==> src/rtl/instr_feeder_pkg.sv <==
// Shared constants and types for the instruction feeder: word and address
// widths, issue timing, the idle word and the two-state FSM encoding.
package instr_feeder_pkg;

    localparam int INSTR_WIDTH  = 20;
    localparam int PC_BITS      = 5;
    localparam int DEPTH        = 1 << PC_BITS;
    localparam int ISSUE_CYCLES = 3;
    localparam int HC_BITS      = (ISSUE_CYCLES > 1) ? $clog2(ISSUE_CYCLES) : 1;

    localparam logic [INSTR_WIDTH-1:0] NOP_WORD = 20'h00000;

    typedef enum logic {
        S_IDLE = 1'b0,
        S_RUN  = 1'b1
    } fsm_state_t;

    typedef logic [INSTR_WIDTH-1:0] instr_t;
    typedef logic [PC_BITS-1:0]     pc_t;
    typedef logic [PC_BITS:0]       len_t;
    typedef logic [HC_BITS-1:0]     hc_t;

    // Next address one bit wider than pc so that reaching DEPTH reads as
    // "past the end" instead of wrapping silently to zero.
    function automatic len_t pc_plus1(pc_t pc);
        return {1'b0, pc} + len_t'(1);
    endfunction

endpackage

==> src/rtl/instr_feeder_if.sv <==
// Host-side bus of the instruction feeder: program-load port, run control
// and the registered instruction stream toward the CPU.
//
// Signalling: there is no valid/ready pair. prog_wen, start and halt are
// single-cycle strobes sampled on the rising edge (start only in IDLE,
// halt only in RUN, prog_wen only in IDLE). On the output side, issue is
// the valid qualifier: it is high for exactly the first cycle a new word
// sits on instruction; the consumer cannot stall the stream.
interface instr_feeder_if;
    import instr_feeder_pkg::*;

    logic       prog_wen;
    pc_t        prog_addr;
    instr_t     prog_data;
    len_t       prog_len;
    logic       loop;
    logic       start;
    logic       halt;

    instr_t     instruction;
    logic       issue;
    pc_t        pc;
    logic       busy;
    logic       done;
    fsm_state_t state;

    modport master (
        output prog_wen, prog_addr, prog_data, prog_len, loop, start, halt,
        input  instruction, issue, pc, busy, done, state
    );

    modport slave (
        input  prog_wen, prog_addr, prog_data, prog_len, loop, start, halt,
        output instruction, issue, pc, busy, done, state
    );

endinterface

==> src/rtl/instr_feeder_prog_mem.sv <==
// Program memory: DEPTH x INSTR_WIDTH words, synchronous write, asynchronous
// read. Deliberately not reset so a loaded program survives a reset.
module instr_feeder_prog_mem
    import instr_feeder_pkg::*;
(
    input  logic   clk,
    input  logic   we_i,
    input  pc_t    waddr_i,
    input  instr_t wdata_i,
    input  pc_t    raddr_i,
    output instr_t rdata_o
);

    instr_t mem_q [DEPTH];

    // Write port: one word per clock when enabled.
    always_ff @(posedge clk) begin
        if (we_i) begin
            mem_q[waddr_i] <= wdata_i;
        end
    end

    assign rdata_o = mem_q[raddr_i];

endmodule

==> src/rtl/instr_feeder.sv <==
// Instruction feeder: replays program words 0..len-1 onto a registered
// instruction output, holding each for ISSUE_CYCLES clocks, optionally
// looping, and driving NOP_WORD whenever it is not running.
module instr_feeder
    import instr_feeder_pkg::*;
(
    input  logic          clk,
    input  logic          rst,
    instr_feeder_if.slave bus
);

    localparam hc_t HC_LAST = hc_t'(ISSUE_CYCLES - 1);

    fsm_state_t state_q;
    instr_t     instr_q;
    logic       issue_q;
    pc_t        pc_q;
    logic       busy_q;
    logic       done_q;
    hc_t        hc_q;
    len_t       len_q;
    logic       lp_q;

    len_t       nxt_d;
    pc_t        rd_addr_d;
    instr_t     rd_data;
    logic       mem_we_d;

    // Single read port: the next sequential word while a run continues,
    // otherwise address 0 (used both to start a run and to wrap a loop).
    always_comb begin
        nxt_d     = pc_plus1(pc_q);
        rd_addr_d = '0;
        if (state_q == S_RUN && nxt_d < len_q) begin
            rd_addr_d = nxt_d[PC_BITS-1:0];
        end
        mem_we_d  = bus.prog_wen && (state_q == S_IDLE) && !rst;
    end

    instr_feeder_prog_mem u_prog_mem (
        .clk     (clk),
        .we_i    (mem_we_d),
        .waddr_i (bus.prog_addr),
        .wdata_i (bus.prog_data),
        .raddr_i (rd_addr_d),
        .rdata_o (rd_data)
    );

    // Run-control FSM with every output registered.
    always_ff @(posedge clk) begin
        if (rst) begin
            state_q <= S_IDLE;
            instr_q <= NOP_WORD;
            issue_q <= 1'b0;
            pc_q    <= '0;
            busy_q  <= 1'b0;
            done_q  <= 1'b0;
            hc_q    <= '0;
            len_q   <= '0;
            lp_q    <= 1'b0;
        end else begin
            issue_q <= 1'b0;
            done_q  <= 1'b0;
            case (state_q)
                S_IDLE: begin
                    if (bus.start) begin
                        if (bus.prog_len == '0) begin
                            done_q <= 1'b1;
                        end else begin
                            state_q <= S_RUN;
                            busy_q  <= 1'b1;
                            len_q   <= bus.prog_len;
                            lp_q    <= bus.loop;
                            pc_q    <= '0;
                            hc_q    <= '0;
                            instr_q <= rd_data;
                            issue_q <= 1'b1;
                        end
                    end
                end
                S_RUN: begin
                    if (bus.halt) begin
                        state_q <= S_IDLE;
                        busy_q  <= 1'b0;
                        instr_q <= NOP_WORD;
                        pc_q    <= '0;
                        hc_q    <= '0;
                    end else if (hc_q != HC_LAST) begin
                        hc_q <= hc_q + hc_t'(1);
                    end else if (nxt_d < len_q) begin
                        pc_q    <= nxt_d[PC_BITS-1:0];
                        hc_q    <= '0;
                        instr_q <= rd_data;
                        issue_q <= 1'b1;
                    end else if (lp_q) begin
                        pc_q    <= '0;
                        hc_q    <= '0;
                        instr_q <= rd_data;
                        issue_q <= 1'b1;
                    end else begin
                        state_q <= S_IDLE;
                        busy_q  <= 1'b0;
                        instr_q <= NOP_WORD;
                        pc_q    <= '0;
                        hc_q    <= '0;
                        done_q  <= 1'b1;
                    end
                end
                default: begin
                    state_q <= S_IDLE;
                end
            endcase
        end
    end

    assign bus.instruction = instr_q;
    assign bus.issue       = issue_q;
    assign bus.pc          = pc_q;
    assign bus.busy        = busy_q;
    assign bus.done        = done_q;
    assign bus.state       = state_q;

endmodule

==> src/flat_wrapper.sv <==
// flat-port wrapper written by rule: the top's interface ports become plain ports
module instr_feeder_flat import instr_feeder_pkg::*;
  (clk, rst, bus_prog_wen, bus_prog_addr, bus_prog_data, bus_prog_len, bus_loop, bus_start, bus_halt, bus_instruction, bus_issue, bus_pc, bus_busy, bus_done, bus_state);
  instr_feeder_if bus_i ();
  input  logic clk;
  input  logic rst;
  input wire logic [$bits(bus_i.prog_wen)-1:0] bus_prog_wen;
  input wire logic [$bits(bus_i.prog_addr)-1:0] bus_prog_addr;
  input wire logic [$bits(bus_i.prog_data)-1:0] bus_prog_data;
  input wire logic [$bits(bus_i.prog_len)-1:0] bus_prog_len;
  input wire logic [$bits(bus_i.loop)-1:0] bus_loop;
  input wire logic [$bits(bus_i.start)-1:0] bus_start;
  input wire logic [$bits(bus_i.halt)-1:0] bus_halt;
  output wire logic [$bits(bus_i.instruction)-1:0] bus_instruction;
  output wire logic [$bits(bus_i.issue)-1:0] bus_issue;
  output wire logic [$bits(bus_i.pc)-1:0] bus_pc;
  output wire logic [$bits(bus_i.busy)-1:0] bus_busy;
  output wire logic [$bits(bus_i.done)-1:0] bus_done;
  output wire logic [$bits(bus_i.state)-1:0] bus_state;
  assign bus_i.prog_wen = bus_prog_wen;
  assign bus_i.prog_addr = bus_prog_addr;
  assign bus_i.prog_data = bus_prog_data;
  assign bus_i.prog_len = bus_prog_len;
  assign bus_i.loop = bus_loop;
  assign bus_i.start = bus_start;
  assign bus_i.halt = bus_halt;
  assign bus_instruction = bus_i.instruction;
  assign bus_issue = bus_i.issue;
  assign bus_pc = bus_i.pc;
  assign bus_busy = bus_i.busy;
  assign bus_done = bus_i.done;
  assign bus_state = bus_i.state;
  instr_feeder u_core (.clk(clk), .rst(rst), .bus(bus_i));
endmodule
==> config.mk <==
export PLATFORM = sky130hd
export DESIGN_NAME = instr_feeder_flat
export DESIGN_NICKNAME = d
export VERILOG_FILES = /design/src/rtl/instr_feeder_pkg.sv /design/src/rtl/instr_feeder_if.sv /design/src/rtl/instr_feeder_prog_mem.sv /design/src/rtl/instr_feeder.sv /design/src/flat_wrapper.sv
export SDC_FILE = /design/constraint.sdc
export NUM_CORES = 1
export LEC_CHECK = 0
export CORE_MARGIN = 2
export CORE_UTILIZATION = 36
export DETAILED_ROUTE_END_ITERATION = 12
export PLACE_DENSITY = 0.49
export SETUP_SLACK_MARGIN = 0.4
export SYNTH_ARGS = -nofsm -noshare
export SYNTH_HDL_FRONTEND = slang
export SYNTH_HIERARCHICAL = 1
export SYNTH_SLANG_ARGS = --single-unit
==> constraint.sdc <==
create_clock -name clk -period 9.4 [get_ports clk]
set_clock_uncertainty 0.1 [all_clocks]
set_input_delay 0.94 -clock clk [delete_from_list [all_inputs] [get_ports clk]]
set_output_delay 0.94 -clock clk [all_outputs]
set_load 0.03 [all_outputs]
* Word level (Yosys, flattened, before mapping)
Memory sizes are Yosys's and may differ from the RTL's.
Cells that the tools add are included.
** Cells by class
- Bitwise gates (word level) :: 2
- Reduce and logical (&&, ||, !) cells :: 9
- Add/subtract/negate cells :: 2
- $lt $le $gt $ge :: 1
- Multiplexer cells :: 45
- Equality and inequality tests :: 6
** Operators by type and width (count)
- $mux W20 :: 6
- $pmux W20 S2 :: 1
- $mux W5 :: 6
- $mux W1 :: 22
- $pmux W5 S2 :: 1
- $ne A3 B3 Y1 const B :: 3
- $mux W2 :: 4
- $pmux W1 S2 :: 4
- $add A5 B1 Y6 const B :: 1
- $logic_not A6 Y1 :: 1
- $lt A6 B6 Y1 :: 1
- $ne A2 B2 Y1 const B :: 3
- $reduce_and A3 Y1 :: 2
- $reduce_and A5 Y1 :: 1
- $pmux W2 S2 :: 1
- $logic_and A1 B1 Y1 :: 3
- $add A2 B1 Y2 const B :: 1
- $not A1 Y1 :: 2
- $reduce_and A2 Y1 :: 1
- $logic_not A1 Y1 :: 1
** Storage, ports and cells
- Bits in writable memories :: 640
- Word-level logic and storage cells :: 75
- Output and inout bits :: 29
- Register bits after elaboration :: 38
- Memories :: 1
** Memory list
- u_core.u_prog_mem.mem_q :: depth 32, width 20, rd ports 1, clocked after memory_dff 0, wr ports 1, line instr_feeder_prog_mem.sv:14 : instr_t mem_q [DEPTH];

* Depth between registers and ports, before layout
An unclocked memory read counts as a cell.
- Word-level depth :: 10
- Mapped depth :: 18
- Mapped depth without buffers :: 15

* Cells and area by module
The synthesis kept the hierarchy.
** Modules (own cells, without submodules)
- instr_feeder_prog_mem :: times used 1, cells an instance 1394, area an instance 25152.9 um^2
- instr_feeder :: times used 1, cells an instance 241, area an instance 2097.0 um^2

* Worst setup path after synthesis
OpenSTA, ideal clock, no wires.
- Path kind :: register -> register
- Start :: reg u_core.pc_q[0] (netlist: u_core/bus.pc[0])
- End :: reg u_core.instr_q[0] (netlist: u_core/bus.instruction[0])
- Path slack :: 5.861 ns
- Stages on the path, launching flop included :: 19
- Arrival time :: 3.320 ns
- Data required time :: 9.181 ns
- Setup time :: 0.119 ns
- Path through :: dfxtp_1 > ha_1 > nand3_1 > xnor2_1 > ha_1 > and2_2 > a21oi_2 > nand3_1 > nor2_1 > buf_4 > buf_12 > buf_8 > buf_6 > mux2i_1 > nand2_1 > a31oi_1 > nand3_1 > nand4b_1 > o21ai_1
** Between the ends
- Word-level cells in the longest chain between the ends :: 10
- Elaborated cells on any way between the ends :: 12
** RTL lines
- start, declared :: line instr_feeder.sv:17 : pc_t pc_q;
- start signal, assigned :: line instr_feeder.sv:91 : pc_q <= nxt_d[PC_BITS-1:0];
- $add A5 B1 Y6 (*) :: line instr_feeder_pkg.sv:26 : return {1'b0, pc} + len_t'(1);
- $lt A6 B6 Y1 :: line instr_feeder.sv:34 : if (state_q == S_RUN && nxt_d < len_q) begin
- $logic_and A1 B1 Y1 :: line instr_feeder.sv:34
- $mux W5 (*) :: line instr_feeder.sv:34
- net u_core.rd_addr_d[0] :: line instr_feeder.sv:25 : pc_t rd_addr_d;
- $mem_v2 Z32 W20 (*)
- net u_core.rd_data[0] :: line instr_feeder.sv:26 : instr_t rd_data;
- $mux W20 :: line instr_feeder.sv:95 : end else if (lp_q) begin
- $mux W20 :: line instr_feeder.sv:90 : end else if (nxt_d < len_q) begin
- $mux W20 :: line instr_feeder.sv:88 : end else if (hc_q != HC_LAST) begin
- $mux W20 :: line instr_feeder.sv:82 : if (bus.halt) begin
- $pmux W20 S2 (*) :: line instr_feeder.sv:64 : case (state_q)
- end signal, assigned :: line instr_feeder.sv:76 : instr_q <= rd_data;
- end signal, assigned :: line instr_feeder.sv:93 : instr_q <= rd_data;
- end signal, assigned :: line instr_feeder.sv:98 : instr_q <= rd_data;
- end, declared :: line instr_feeder.sv:15 : instr_t instr_q;
The timed path passes the listed nets; every way through them passes the cells marked *. The select of a mux whose other input is x is not followed.
A chain may end at the register's enable or synchronous reset.

* Final worst setup path
- Start :: reg u_core.pc_q[0] (netlist: u_core/bus.pc[0])
- End :: reg u_core.instr_q[8] (netlist: u_core/bus.instruction[8])
The elaborated chain is that of the path after synthesis.

==> flow_metrics.env <==
export IMPL_p_sw_frac=0.212
export IMPL_synth_fp_nets=1678
export IMPL_total_power_mw=6.51
export IMPL_post_route_period_util=0.603
export IMPL_avgViaCountPerCell=5.42
export IMPL_fin_nets=1750
export IMPL_dieArea_mm2=0.0779
export IMPL_clockBufferDepth=3
export IMPL_ys_ff_latch=678
export IMPL_crit_path_cell_trace="ha_1 -> nand3_1 -> xnor2_1 -> ha_1 -> and2_2 -> a21oi_2 -> nand3_1 -> nor2_4 -> buf_12 -> buf_4 -> mux2i_1 -> a22oi_1 -> a31oi_1 -> nand3_1 -> nand4b_1 -> o21ai_1"
export IMPL_dpl_hpwl_um=40300
export IMPL_synth_cells=1635
export IMPL_final_common_cell="edfxtp_1"
export IMPL_power_frac_seq=0.513
export IMPL_synth_edf_count=640
export IMPL_power_switching_mw=1.38
export IMPL_final_max_slew_viol_count=0
export IMPL_clkLatencyLatePin_ps=620
export IMPL_critPathBufInv=2
export IMPL_hold_class="flop to flop"
export IMPL_grt_pass1_vias=14500
export IMPL_multi_input_area_mm2=0.00678
export IMPL_fmax_mhz=176
export IMPL_status="complete, no violations"
export IMPL_power_leakage_nw=9.58
export IMPL_report_final_hold_viol_count=0
export IMPL_grt_usage=0.188
export IMPL_coreArea_mm2=0.0747
export IMPL_peakVddDrop_v=0.0000969
export IMPL_postCtsSetupBuffers=0
export IMPL_worst_slew_pin_slew_ps=1350
export IMPL_cp_arrival_ps=6050
export IMPL_worstSetupPathType="flop to flop"
export IMPL_clock_sinks=678
export IMPL_power_share_clock=0.436
export IMPL_comb_power_share=0.051
export IMPL_grt_pass1_wl_um=106000
export IMPL_fin_setup_tns_ps=0
export IMPL_worst_endpoint_required_ps=9780
export IMPL_synth_top_cell_area_share=0.705
export IMPL_wl_per_cell_um=26.8
export IMPL_clock_tree_htree_level_count=3
export IMPL_ant_nets=0
export IMPL_synth_cell_types=54
export IMPL_cp_start_kind="flop"
export IMPL_drc_errors=0
export IMPL_post_place_cells=2600
export IMPL_cts_tree="done"
export IMPL_powerDensity_mw_per_mm2=208
export IMPL_rsz0062_at_grt="false"
export IMPL_post_synth_cell_area_avg_um2=16.7
export IMPL_start_util=0.365
export IMPL_num_rows=100
export IMPL_cp_top_family="buffers and inverters"
export IMPL_post_cts_resized=0
export IMPL_drt_iter0_markers=1343
export IMPL_wl_um=73300
export IMPL_seq_area_frac_synth=0.733
export IMPL_synth_top_cell_by_area="edfxtp_1"
export IMPL_grt_antenna_before_repair=1
export IMPL_die_h_um=279
export IMPL_slowest_stage="buf_4"
export IMPL_regArea_mm2=0.0200
export IMPL_internal_power_mw=5.13
export IMPL_maxSlewHeadroom=0.103
export IMPL_cp_common_cell="nand3_1"
export IMPL_maxCapViolations=0
export IMPL_io_buffers=65
export IMPL_clk_pin_slew_ps=60
export IMPL_fill_cells=6594
export IMPL_num_vias=14800
export IMPL_post_place_ws_ps=3820
export IMPL_postLayoutSetupSlackWorst_ps=3730
export IMPL_critPathMaxFanout=93
export IMPL_setup_viol=0
export IMPL_die_w_um=279
export IMPL_slowest_delay_ps=800
export IMPL_gp_congestion=0.750
export IMPL_drt_pass1_iterations=7
export IMPL_area_growth_pct=14.9
export IMPL_drive_above_1_share=0.110
export IMPL_synth_area_mm2=0.0272
export IMPL_hold_buffers=0
export IMPL_ys_async_sr_fraction=0
export IMPL_synth_top_cells_by_area="edfxtp_1 71%, mux2i_1 12%, dfxtp_1 2.8%"
export IMPL_cp_end_kind="flop"
export IMPL_grt_ovfl_total=0
export IMPL_fin_cells=2737
export IMPL_ys_flop_type="edfxtp_1"
export IMPL_grt_max_degree=110
export IMPL_final_cell_mix="640 x edfxtp_1, 327 x mux2i_1, 80 x a22oi_1"
export IMPL_clockRootBuffer="clkbuf_16"
export IMPL_top_level_ports=66
export IMPL_period_needed_ps=5670
export IMPL_numCtsBuffers=74
export IMPL_ys_warn_count=6
## worst paths after layout
check | start | slack (ps) | cells past startpoint | end
min reg2reg | u_core/len_q[3] | 400 | 2 | u_core/len_q[3]
max | u_core/bus.pc[0] | 3730 | 16 | u_core/bus.instruction[8]
max reg2reg | u_core/bus.pc[0] | 3730 | 16 | u_core/bus.instruction[8]
min | u_core/len_q[3] | 400 | 2 | u_core/len_q[3]
## worst min-delay path, stage by stage (launching register included)
cell     delay, ps
dfxtp_1        330
mux2i_1         70
nor2_1          70
## registers in the layout, summed over array words and instances, names as in the netlist
name / cells
u_core/bus.done: 1
u_core/len_q: 6
u_core/bus.instruction: 20
u_core/u_prog_mem/mem_q: 640
u_core/bus.pc: 5
u_core/bus.issue: 1
u_core/bus.state: 1
u_core/lp_q: 1
u_core/hc_q: 2
u_core/bus.busy: 1
## Yosys cell counts (4+ instances only)
cell type    n
a21oi_1     45
a22o_1      40
a22oi_1     80
a31oi_1     21
buf_12       6
buf_2       29
buf_4       19
buf_6        6
buf_8        8
clkbuf_1    32
dfxtp_1     38
edfxtp_1   640
ha_1         6
inv_1        9
mux2i_1    327
nand2_1     44
nand2b_1     4
nand3_1     52
nand3b_1     7
nand4_1     20
nand4b_1    20
nor2_1      48
nor2b_1     28
nor3_1      21
nor3b_1      4
o21ai_1     44
## power by group through the flow
stage	clock network, mW	logic [mW]	registers [mW]
after floorplan	0	0.200	3.41
after global placement	0	0.329	3.40
after detailed placement	0	0.332	3.40
after CTS	2.90	0.333	3.34
after global routing	3.03	0.353	3.34
final	2.84	0.330	3.34
## area by class of cell
type	count	share of cell area
Multi-Input combinational cell	847	0.216
Clock buffer	103	0.0689
Tap cell	969	0.0387
Timing Repair Buffer	97	0.0295
Clock inverter	33	0.00755
Sequential cell	678	0.638
Inverter	9	0.00108
Antenna cell	1	0.0000799
## metrics by stage
stage          utilization  hold slack [ps]  instance area [µm²]
5_1_grt              0.419              418                31300
3_3_place_gp         0.387              383                28900
4_1_cts              0.419              403                31300
2_1_floorplan            -              360                27200
3_5_place_dp         0.387              388                28900
6_report             0.419              399                31300
## per-layer routing
metal | vias to the layer above | share of wire | routed length [µm] | track usage
met2 | 462 | 0.46 | 33700 | 0.292
li1 | 6612 | - | - | -
met5 | - | 0.00022 | 16 | 0
met1 | 7665 | 0.47 | 34500 | 0.275
met3 | 81 | 0.055 | 4060 | 0.0305
met4 | 2 | 0.013 | 990 | 0.0440
## cell families (layout without fill, tap and decap cells)
group | count (synthesis) | count (layout) | synth area share
other cells | 0 | 1 | 0
fa+ha+maj | 6 | 6 | 0.00275
xor+xnor | 3 | 3 | 0.000964
flops | 678 | 678 | 0.733
simple gates | 261 | 261 | 0.0516
compound gates | 250 | 250 | 0.0636
buf+inv | 110 | 242 | 0.0278
mux | 327 | 327 | 0.120
Power figures use the tool's default switching activity.
